--- src/rtl/rc4_pkg.sv ---
// rc4_pkg: shared types and constants for the RC4 PRGA decrypt stage
package rc4_pkg;
    typedef logic [7:0] byte_t;
    typedef enum logic [3:0] {
        IDLE, RD_I, LAT_I, RD_J, LAT_J, WR_I, WR_J, RD_F, LAT_F, DONE
    } prga_state_e;
    localparam int MSG_LEN_DEFAULT = 32;
    localparam int S_DEPTH = 256;
endpackage

--- src/rtl/rc4_decrypt_prga.sv ---
// rc4_decrypt_prga: RC4 keystream generation over external S RAM, XOR with encrypted ROM
//   CLOCK_50/reset          : clock, async active-high reset
//   start                   : level run request (S RAM already key-scheduled)
//   s_addr/s_wdata/s_wren   : S RAM port, s_rdata one cycle after s_addr
//   enc_addr/enc_rdata      : encrypted ROM port, one-cycle read latency
//   decrypted_data          : plaintext bytes, entries >= MSG_LEN stay 0
//   decrypt_done            : level, high while decrypted_data is valid
module rc4_decrypt_prga
    import rc4_pkg::*;
#(
    parameter int MSG_LEN  = MSG_LEN_DEFAULT,
    parameter int S_ADDR_W = 8
) (
    input  logic                CLOCK_50,
    input  logic                reset,
    input  logic                start,
    output logic [S_ADDR_W-1:0] s_addr,
    output byte_t               s_wdata,
    output logic                s_wren,
    input  byte_t               s_rdata,
    output logic [4:0]          enc_addr,
    input  byte_t               enc_rdata,
    output byte_t               decrypted_data [32],
    output logic                decrypt_done
);
    localparam logic [4:0] K_LAST = 5'(MSG_LEN - 1);

    prga_state_e state_q;
    byte_t       i_q, j_q, si_q, sj_q;
    logic [4:0]  k_q;
    byte_t       dec_q [32];
    logic        done_q, done_d;
    byte_t       f_idx, addr_sel;

    assign f_idx = si_q + sj_q;

    always_comb begin
        addr_sel = (state_q == RD_I || state_q == WR_I) ? i_q :
                   (state_q == RD_J || state_q == WR_J) ? j_q :
                   (state_q == RD_F)                    ? f_idx : 8'd0;
        s_addr   = S_ADDR_W'(addr_sel);
        s_wdata  = (state_q == WR_I) ? sj_q : (state_q == WR_J) ? si_q : 8'd0;
        s_wren   = (state_q == WR_I) || (state_q == WR_J);
        // Rises one edge after DONE is entered; the first edge that sees start low in DONE clears it
        done_d   = (state_q == DONE) && (start || !done_q);
    end

    assign enc_addr       = k_q;
    assign decrypted_data = dec_q;
    assign decrypt_done   = done_q;

    always_ff @(posedge CLOCK_50 or posedge reset) begin
        if (reset) begin
            state_q <= IDLE;
            i_q     <= '0;
            j_q     <= '0;
            k_q     <= '0;
            si_q    <= '0;
            sj_q    <= '0;
            done_q  <= 1'b0;
            for (int n = 0; n < 32; n++) dec_q[n] <= '0;
        end else begin
            done_q <= done_d;
            case (state_q)
                IDLE: if (start) begin
                    state_q <= RD_I;
                    i_q     <= 8'd1;
                    j_q     <= '0;
                    k_q     <= '0;
                    for (int n = 0; n < 32; n++) dec_q[n] <= '0;
                end
                RD_I:  state_q <= LAT_I;
                LAT_I: begin
                    si_q    <= s_rdata;
                    j_q     <= j_q + s_rdata;
                    state_q <= RD_J;
                end
                RD_J:  state_q <= LAT_J;
                LAT_J: begin
                    sj_q    <= s_rdata;
                    state_q <= WR_I;
                end
                WR_I:  state_q <= WR_J;
                WR_J:  state_q <= RD_F;
                RD_F:  state_q <= LAT_F;
                LAT_F: begin
                    dec_q[k_q] <= s_rdata ^ enc_rdata;
                    i_q        <= i_q + 8'd1;
                    k_q        <= k_q + 5'd1;
                    state_q    <= (k_q == K_LAST) ? DONE : RD_I;
                end
                DONE:    if (!start) state_q <= IDLE;
                default: state_q <= IDLE;
            endcase
        end
    end
endmodule

--- config.mk ---
export PLATFORM = sky130hd
export DESIGN_NAME = rc4_decrypt_prga
export DESIGN_NICKNAME = d
export VERILOG_FILES = /design/src/rtl/rc4_pkg.sv /design/src/rtl/rc4_decrypt_prga.sv
export SDC_FILE = /design/constraint.sdc
export NUM_CORES = 1
export LEC_CHECK = 0
export BUFFER_PORTS_ARGS = -buffer_cell sky130_fd_sc_hd__buf_2
export CAP_MARGIN = 40
export CORE_UTILIZATION = 54
export CTS_CLUSTER_DIAMETER = 100
export DETAILED_ROUTE_END_ITERATION = 8
export GPL_ROUTABILITY_DRIVEN = 0
export HOLD_SLACK_MARGIN = 0.02
export PLACE_DENSITY = 0.8
export REMOVE_ABC_BUFFERS = 1
export SKIP_CTS_REPAIR_TIMING = 1
export SLEW_MARGIN = 40
export SYNTH_ARGS = -nofsm -noshare
export SYNTH_HDL_FRONTEND = slang
export SYNTH_SLANG_ARGS = --single-unit
--- constraint.sdc ---
create_clock -name CLOCK_50 -period 9.93 [get_ports CLOCK_50]
set_input_delay 0 -clock CLOCK_50 [delete_from_list [all_inputs] [get_ports CLOCK_50]]
set_output_delay 0 -clock CLOCK_50 [all_outputs]
set_load 0.005 [all_outputs]
==> results.md, run 1 <==
* Status: finished clean
* Slowest-stage cell, CP: a2111oi_0
* Top-area cell type share of the netlist area at about three fifths
* Finished layout cell area at 15600 sq um
* GRT overflow at 0
* Sequential fraction of the synthesis area at roughly three fifths
* Initial antenna violation count at 0
* Ys Warns at 0
* CTS tree: done
* Routed WL at approximately 36000 um
* Top_reg_cell synth: dfrtp_1
* Hold Path Class: input port to flop
* DIE HEIGHT at 156 um
* Clk slew on worst S/H paths at 60 ps
* Worst Path Required at 9930 ps
* Adder-Cell Fraction of Synth Area at 2.28%
* Largest cells by area after synthesis: dfrtp_1 59%, a22o_1 18%, a21oi_4 3.4%, ha_1 2.0%, buf_6 1.6%
* Core Region at 22900 sq um
* Mux contribution to synthesized area at about 1%
* CP max stage delay at between 400 and 500 ps
* Register bit count reported by yosys at slightly below 300
* Cell family contributing the most delay on the critical path: compound AO/OA/AOI/OAI gates
* Leading cell type in the layout, fill and taps excluded: dfrtp_1
* Nature of the critical path endpoint: output pin
* Most frequent cells in the layout: 298 x dfrtp_1, 297 x buf_2, 258 x a22o_1
* CP dominant cell by count: a21o_1
* Critical Path, Cell by Cell: ha_1 -> fa_1 -> a21o_1 -> a21o_1 -> a2111oi_0 -> a31oi_1 -> o21ai_0 -> buf_2
* Finished Layout Cells at between 1500 and 2000
* Worst Max-Slew Pin Slew at around 760 ps
* Final setup viols at 0
* Cell variety after synth at 59
* CTS root buffer: clkbuf_16
* Die X at 156 um
* Final Util at about 68%
* Layout cell share with drive strength beyond 1 at between 30% and 40%
* Post-DP Area at 14500 sq um
* Via density at approximately 6.2
* Clock sinks at a little under 300
* ANT cells at 0
* Max cap viols at 0
* Setup_tns at 0 ps
* DP HPWL at between 20000 and 25000 um
* Final Hold Fails at 0
* CTS Buf Count at 30
* Mean post-synth cell area at about 13 sq um
* Vias in the first global route at between 9000 and 10000
* Port bufs at between 200 and 300
* FILL cells at around 1700
* Critical Path Source Type: flop
* 1st-pass router iterations at 5
* Number of enable flip-flop cells after synthesis at 0
* Max Clock Freq at 0.348 GHz
* Worst hold slack at roughly 46 ps
* Gate Count Post-Synth at 960
* DR WL/cell at approximately 23 um
* Synth Area in XOR/XNOR at ~1.3%
* Pwr Total at roughly 3.5 mW
* # nets final at between 1000 and 1500
* Dpl ws at 7600 ps
* Unrepaired setup endpoints after global routing: false
* Max H-tree Level at 1
* Antenna-violating nets left at 0
* Area grow syn2layout at 22.7%
* Later-pin clock latency in the skew report at approximately 570 ps
* IO Pins at 298
* Rows at 55
* Clock Skews at 17.6 ps
* Initial Util at between 50% and 60%
* Iteration-0 DRC Markers at 693
* Fraction of registers with async set or reset after synthesis at 100%
* Largest net degree at the start of global routing at 156
* Die area at about 24000 sq um
* Simple-gate portion of the synthesized area at under 10%
* First-pass GRT wire length at 55000 um
* # DRC at 0
* Final Cycle Share at 28.9%
* Peak supply drop at 0.000137 V
* Yosys top cell by area: dfrtp_1
* Leakage at around 8.2 nW
* Slew Viols, Final at 0
* Mapped Area at between 10000 and 15000 sq um
* Post-layout min period at approximately 2900 ps
* Slew headroom at 49.6%
* Synth Area in Compound Gates at about a quarter
* Largest family of logic cells by synthesized area: compound AO/OA/AOI/OAI gates
* Sum of buffers and inverters on the critical path at 1
* Placed Cells at 1525
* Global Route Usage Sum at 29.6%
* PD cells at approximately 220 nW/um^2
* DR vias at 9791
* WS Path Type: flop to output pin
* Critical Path AT at 2870 ps
* Fin worst setup slack at roughly 7000 ps
* Bufs on Longest Clock Path at 3
* Worst Path Max Fanout at 3
## where the power goes
| part | leakage, nW | switching [mW] | internal [mW] |
|---|---|---|---|
| Sequential | 4.11 | 0.118 | 1.31 |
| Combinational | 3.59 | 0.593 | 0.371 |
| Clock | 0.474 | 0.488 | 0.633 |
## final cells by class
type / instances / area [sq um] / share of cell area [%]
clock buffer: 39 / 815 / 5.21
clock inverter: 14 / 158 / 1.01
inverter: 8 / 42.5 / 0.272
multi-input combinational: 597 / 4900 / 31.4
sequential: 298 / 7460 / 47.7
tap: 313 / 392 / 2.51
timing repair buffer: 323 / 1860 / 11.9
## cell families after synthesis
kind of cell / Yosys count
mux: 12
flops: 298
xor+xnor: 19
fa+ha+maj: 22
simple gates: 176
buf+inv: 65
compound gates: 368
## registers in the layout (all words and copies together), names as in the netlist
name            count
decrypt_done        1
decrypted_data    256
enc_addr            5
i_q                 8
j_q                 8
si_q                8
sj_q                8
state_q             4
## path summary, 6_finish.rpt
kind	from	to	slack, ps	cells after the start
worst max-delay path	si_q[0]$_DFFE_PP0P_	s_addr[6]	7060	8
worst min-delay path	enc_rdata[7]	decrypted_data[127]$_DFFE_PP0P_	50	4
worst max register to register	state_q[1]$_DFFE_PP0P_	i_q[4]$_DFFE_PP0P_	7560	6
worst min register to register	decrypted_data[251]$_DFFE_PP0P_	decrypted_data[251]$_DFFE_PP0P_	490	1
max in group asynchronous	reset	decrypted_data[155]$_DFFE_PP0P_	8250	6
min in group asynchronous	reset	decrypted_data[71]$_DFFE_PP0P_	600	4
## worst reg2reg max path, cell delays in order (launching register included)
cell and delay, ps:
dfrtp_1 600, nor2_1 270, and3_4 560, buf_12 320, nor2_2 110, o21ai_0 220
o21ai_0 140
## cells in the mapped netlist, types with 11 or more instances
| cell | n |
|---|---|
| buf_6 | 18 |
| a22o_1 | 258 |
| nand3_1 | 15 |
| dfrtp_1 | 298 |
| nand2b_1 | 11 |
| nand2_1 | 45 |
| xnor2_1 | 14 |
| a21oi_4 | 27 |
| clkbuf_1 | 12 |
| buf_2 | 24 |
| ha_1 | 20 |
| nor2_2 | 32 |
| nor2_1 | 33 |
| o21ai_0 | 23 |
## layer usage
metal | vias up | routed length, um | track usage (%)
met1 | 4908 | 15200 | 42.9
met4 | 0 | 1530 | 12.0
met2 | 546 | 16700 | 44.8
li1 | 4244 | - | -
met3 | 93 | 2890 | 4.56
met5 | - | 0 | 0
No activity file was read; power rests on OpenSTA's default activity.
==> run 2, diff against run 1 <==
--- a/config.mk
+++ b/config.mk
@@ -5,6 +5,7 @@
 export SDC_FILE = /design/constraint.sdc
 export NUM_CORES = 1
 export LEC_CHECK = 0
+export ABC_AREA = 1
 export BUFFER_PORTS_ARGS = -buffer_cell sky130_fd_sc_hd__buf_2
 export CAP_MARGIN = 40
 export CORE_UTILIZATION = 54
==> constraint.sdc (replaced) <==
create_clock -name CLOCK_50 -period 2.7 [get_ports CLOCK_50]
set_input_delay 0 -clock CLOCK_50 [delete_from_list [all_inputs] [get_ports CLOCK_50]]
set_output_delay 0 -clock CLOCK_50 [all_outputs]
set_load 0.005 [all_outputs]
==> results.md, run 2 <==
* DP HPWL at 24100 um (+1.9%)
* CTS Buf Count at 30 (unchanged)
* Share of power burned in the clock network at 32.1% (+0.2 points)
* Internal Pwr Total at 8.71 mW (+280%)
* Die area at 24100 sq um (-0.63%)
* Slowest-stage cell, CP: o21ai_1
* Hold Path Class: input port to flop
* Critical Path, Cell by Cell: nor2_2 -> inv_1 -> o21ai_1 -> inv_1 -> o211ai_1 -> buf_2
* GRT met2 Usage at 49.4% (+4.5 points)
* Setup_tns at 0 ps (unchanged)
* Worst reg-to-reg path cell count at 5 (-1)
* Leading cell type in the layout, fill and taps excluded: nand2_1
* CP dominant cell by count: inv_1
* Ys Warns at 0 (unchanged)
* Sequential share of power at 39.5% (-1.1 points)
* Worst hold start: enc_rdata[1]
* Peak supply drop at 0.000465 V (+240%)
* Sw Ratio at 35.3% (+1.2 points)
* FF-to-FF setup slack at 590 ps (-6970 ps)
* Clk slew on worst S/H paths at 60 ps (about the same)
* Global Route Usage Sum at 30.4% (+0.83 points)
* Status: finished clean
* Antenna-violating nets left at 0 (unchanged)
* Unrepaired setup endpoints after global routing: false
* Hold path depth at 5 (+1)
* Yosys top cell by area: dfrtp_1
* Cell family contributing the most delay on the critical path: compound AO/OA/AOI/OAI gates
* Sum of buffers and inverters on the critical path at 3 (+2)
* Mapped Area at 12700 sq um (-0.64%)
* Critical Path Source Type: flop
* Iteration-0 DRC Markers at 840 (+21%)
* Area grow syn2layout at 22.6% (about the same)
* First-pass GRT wire length at 56400 um (+2.5%)
* Nature of the critical path endpoint: output pin
* Clock sinks at 298 (unchanged)
* Sequential fraction of the synthesis area at 58.9% (+0.38 points)
* Top_reg_cell synth: dfrtp_1
* Fin worst setup slack at 300 ps (-6760 ps)
* Final setup viols at 0 (unchanged)
* Initial Util at 55.6% (about the same)
* DR WL/cell at 18.9 um (-17%)
* DR vias at 10645 (+8.7%)
* Most common cell in the netlist: nand2_1
* Synth cell count leaders: 367 x nand2_1, 298 x dfrtp_1, 222 x o21ai_1
* Finished Layout Cells at 1934 (+21%)
* Port bufs at 297 (unchanged)
* Layout cell share with drive strength beyond 1 at 24.9% (-10 points)
* Gr busiest metal: met2
* Later-pin clock latency in the skew report at 570 ps (about the same)
* Leakage at 7.91 nW (-3.3%)
* Max H-tree Level at 1 (unchanged)
* Top-area cell type share of the netlist area at 58.9% (+0.38 points)
* CTS root buffer: clkbuf_16
* Final Hold Fails at 0 (unchanged)
* Worst Max-Slew Pin Slew at 817 ps (+61.1 ps)
* Combinational power share at 28.3% (+0.8 points)
* Final Cycle Share at between 80% and 90%
* Reg area at 7460 sq um (unchanged)
* Most frequent cells in the layout: 366 x nand2_1, 298 x dfrtp_1, 297 x buf_2
* ANT cells at 0 (unchanged)
* Flip-flop count of the largest register after layout at 256 (unchanged)
* 1st-pass router iterations at 5 (unchanged)
* Met1 usage at 41.5% (-1.5 points)
* Die X at 155 um (-0.31%)
* Switching pwr at 4.76 mW (+300%)
* CP max stage delay at 510 ps (+90 ps)
* Slew headroom at 45.3% (-4.3 points)
* Bufs on Longest Clock Path at 3 (unchanged)
* Hold path endpoint: decrypted_data[49]$_DFFE_PP0P_
* Slew Viols, Final at 0 (unchanged)
* # nets final at 1639 (+26%)
* Worst Path Required at 2700 ps (-7230 ps)
* Register bit count reported by yosys at 298 (unchanged)
* Worst Path Max Fanout at 8 (+5)
* Mean post-synth cell area at 9.88 sq um (-26%)
* FILL cells at 1772 (+6.5%)
* Rows at 55 (unchanged)
* Largest cells by area after synthesis: dfrtp_1 59%, nand2_1 11%, o21ai_1 8.8%, o21ai_4 4.1%, inv_1 2.6%
* Clock Skews at 21.6 ps (+4.06 ps)
* Cell variety after synth at 39 (-34%)
* Worst hold slack at 35.2 ps (-11.3 ps)
* R2r startpoint: state_q[0]$_DFFE_PP0P_
* GR Layer Usage met3 at 5.49% (+0.93 points)
* Gate Count Post-Synth at 1281 (+33%)
* Core Region at 22800 sq um (-0.60%)
* Vias in the first global route at 9975 (+7.8%)
* Via density at 5.50 (-11%)
* Footprint of the multi-input gates at 4510 sq um (-8.1%)
* Largest net degree at the start of global routing at 107 (-31%)
* WS Path Type: flop to output pin
* Placed Cells at 1869 (+23%)
* Pwr Total at 13.5 mW (+280%)
* GRT overflow at 0 (unchanged)
* Initial antenna violation count at 0 (unchanged)
* Fraction of registers with async set or reset after synthesis at 100% (unchanged)
* DIE HEIGHT at 155 um (-0.31%)
* # DRC at 0 (unchanged)
* Max cap viols at 0 (unchanged)
* Routed WL at 36600 um (+0.64%)
* Number of enable flip-flop cells after synthesis at 0 (unchanged)
* PD cells at 869 nW/um^2 (+290%)
* CTS tree: done
* Post-layout min period at ~2400 ps
* Critical Path AT at 2400 ps (-470 ps)
* Worst R2R End: decrypted_data[85]$_DFFE_PP0P_
* IO Pins at 298 (unchanged)
* Max Clock Freq at around 0.42 GHz
* Dpl ws at 622 ps (-6970 ps)
## run 2: cell count changes in the layout (fill, tap and decap cells not counted), moves of 27 or more
cell / change
a22o_1: -256
o21ai_4: +32
o21ai_0: +37
a21oi_4: -27
o21ai_1: +220
nand2_1: +321
inv_1: +79
## run 2: cell type report
class	count	area share [%]
inverters	90	2.27
multi-input cells	856	29.0
repair buffers	322	11.4
flip-flops and latches	298	48.1
well taps	313	2.52
clock buffers	44	5.50
clock inverters	11	1.16
## run 2: kinds of logic (layout without fill, tap and decap cells)
family                     after synthesis  after routing  synth area share [%]
AOI/OAI and AO/OA                      353            353                  17.4
DFF                                    298            298                  58.9
buffers and inverters                  127            467                  5.49
xor gates and xnor gates                13             13                 0.900
adders and majority gates               22             22                  2.29
and+or+nand+nor                        468            468                  15.0
## run 2: worst max path at each step
| stage | start | end | slack, ps | cells after the start |
|---|---|---|---|---|
| after floorplan | reset | decrypt_done$_DFF_PP0_ | -5530 | 1 |
| after global placement | state_q[3]$_DFFE_PP0P_ | decrypted_data[93]$_DFFE_PP0P_ | 670 | 7 |
| after detailed placement | state_q[3]$_DFFE_PP0P_ | decrypted_data[24]$_DFFE_PP0P_ | 620 | 7 |
| after CTS | state_q[3]$_DFFE_PP0P_ | s_addr[2] | 350 | 6 |
| after global routing | state_q[3]$_DFFE_PP0P_ | s_addr[2] | 170 | 6 |
| final | state_q[3]$_DFFE_PP0P_ | s_addr[2] | 300 | 6 |
## run 2: per-stage QoR
stage | utilization, % | cell area (sq um)
3_5_place_dp | 63.1 | 14400
2_1_floorplan | - | 12300
4_1_cts | 67.7 | 15400
3_3_place_gp | 63.1 | 14400
6_report | 68.1 | 15500
5_1_grt | 68.1 | 15500
## run 2: worst register-to-register path, cell delays in order (launching register included)
cell and delay (ps):
dfrtp_1 440, nor2_4 280, nand2_8 210, inv_8 190, nand2_2 490, o21ai_0 400
## run 2: routing by layer
layer  vias to the layer above  part of all wire (%)  wire (um)
li1                       4881                     -          -
met1                      5189                    42      15400
met2                       498                    47      17300
met3                        77                   7.5       2740
met4                         0                   3.2       1170
met5                         -                     0          0
## run 2: power groups by stage
stage | Clock, mW | Sequential, mW | Combinational [mW]
after floorplan | 0 | 5.31 | 2.53
after global placement | 0 | 5.36 | 3.68
after detailed placement | 0 | 5.39 | 3.76
after CTS | 4.36 | 5.31 | 3.78
after global routing | 4.55 | 5.38 | 4.25
final | 4.33 | 5.33 | 3.82
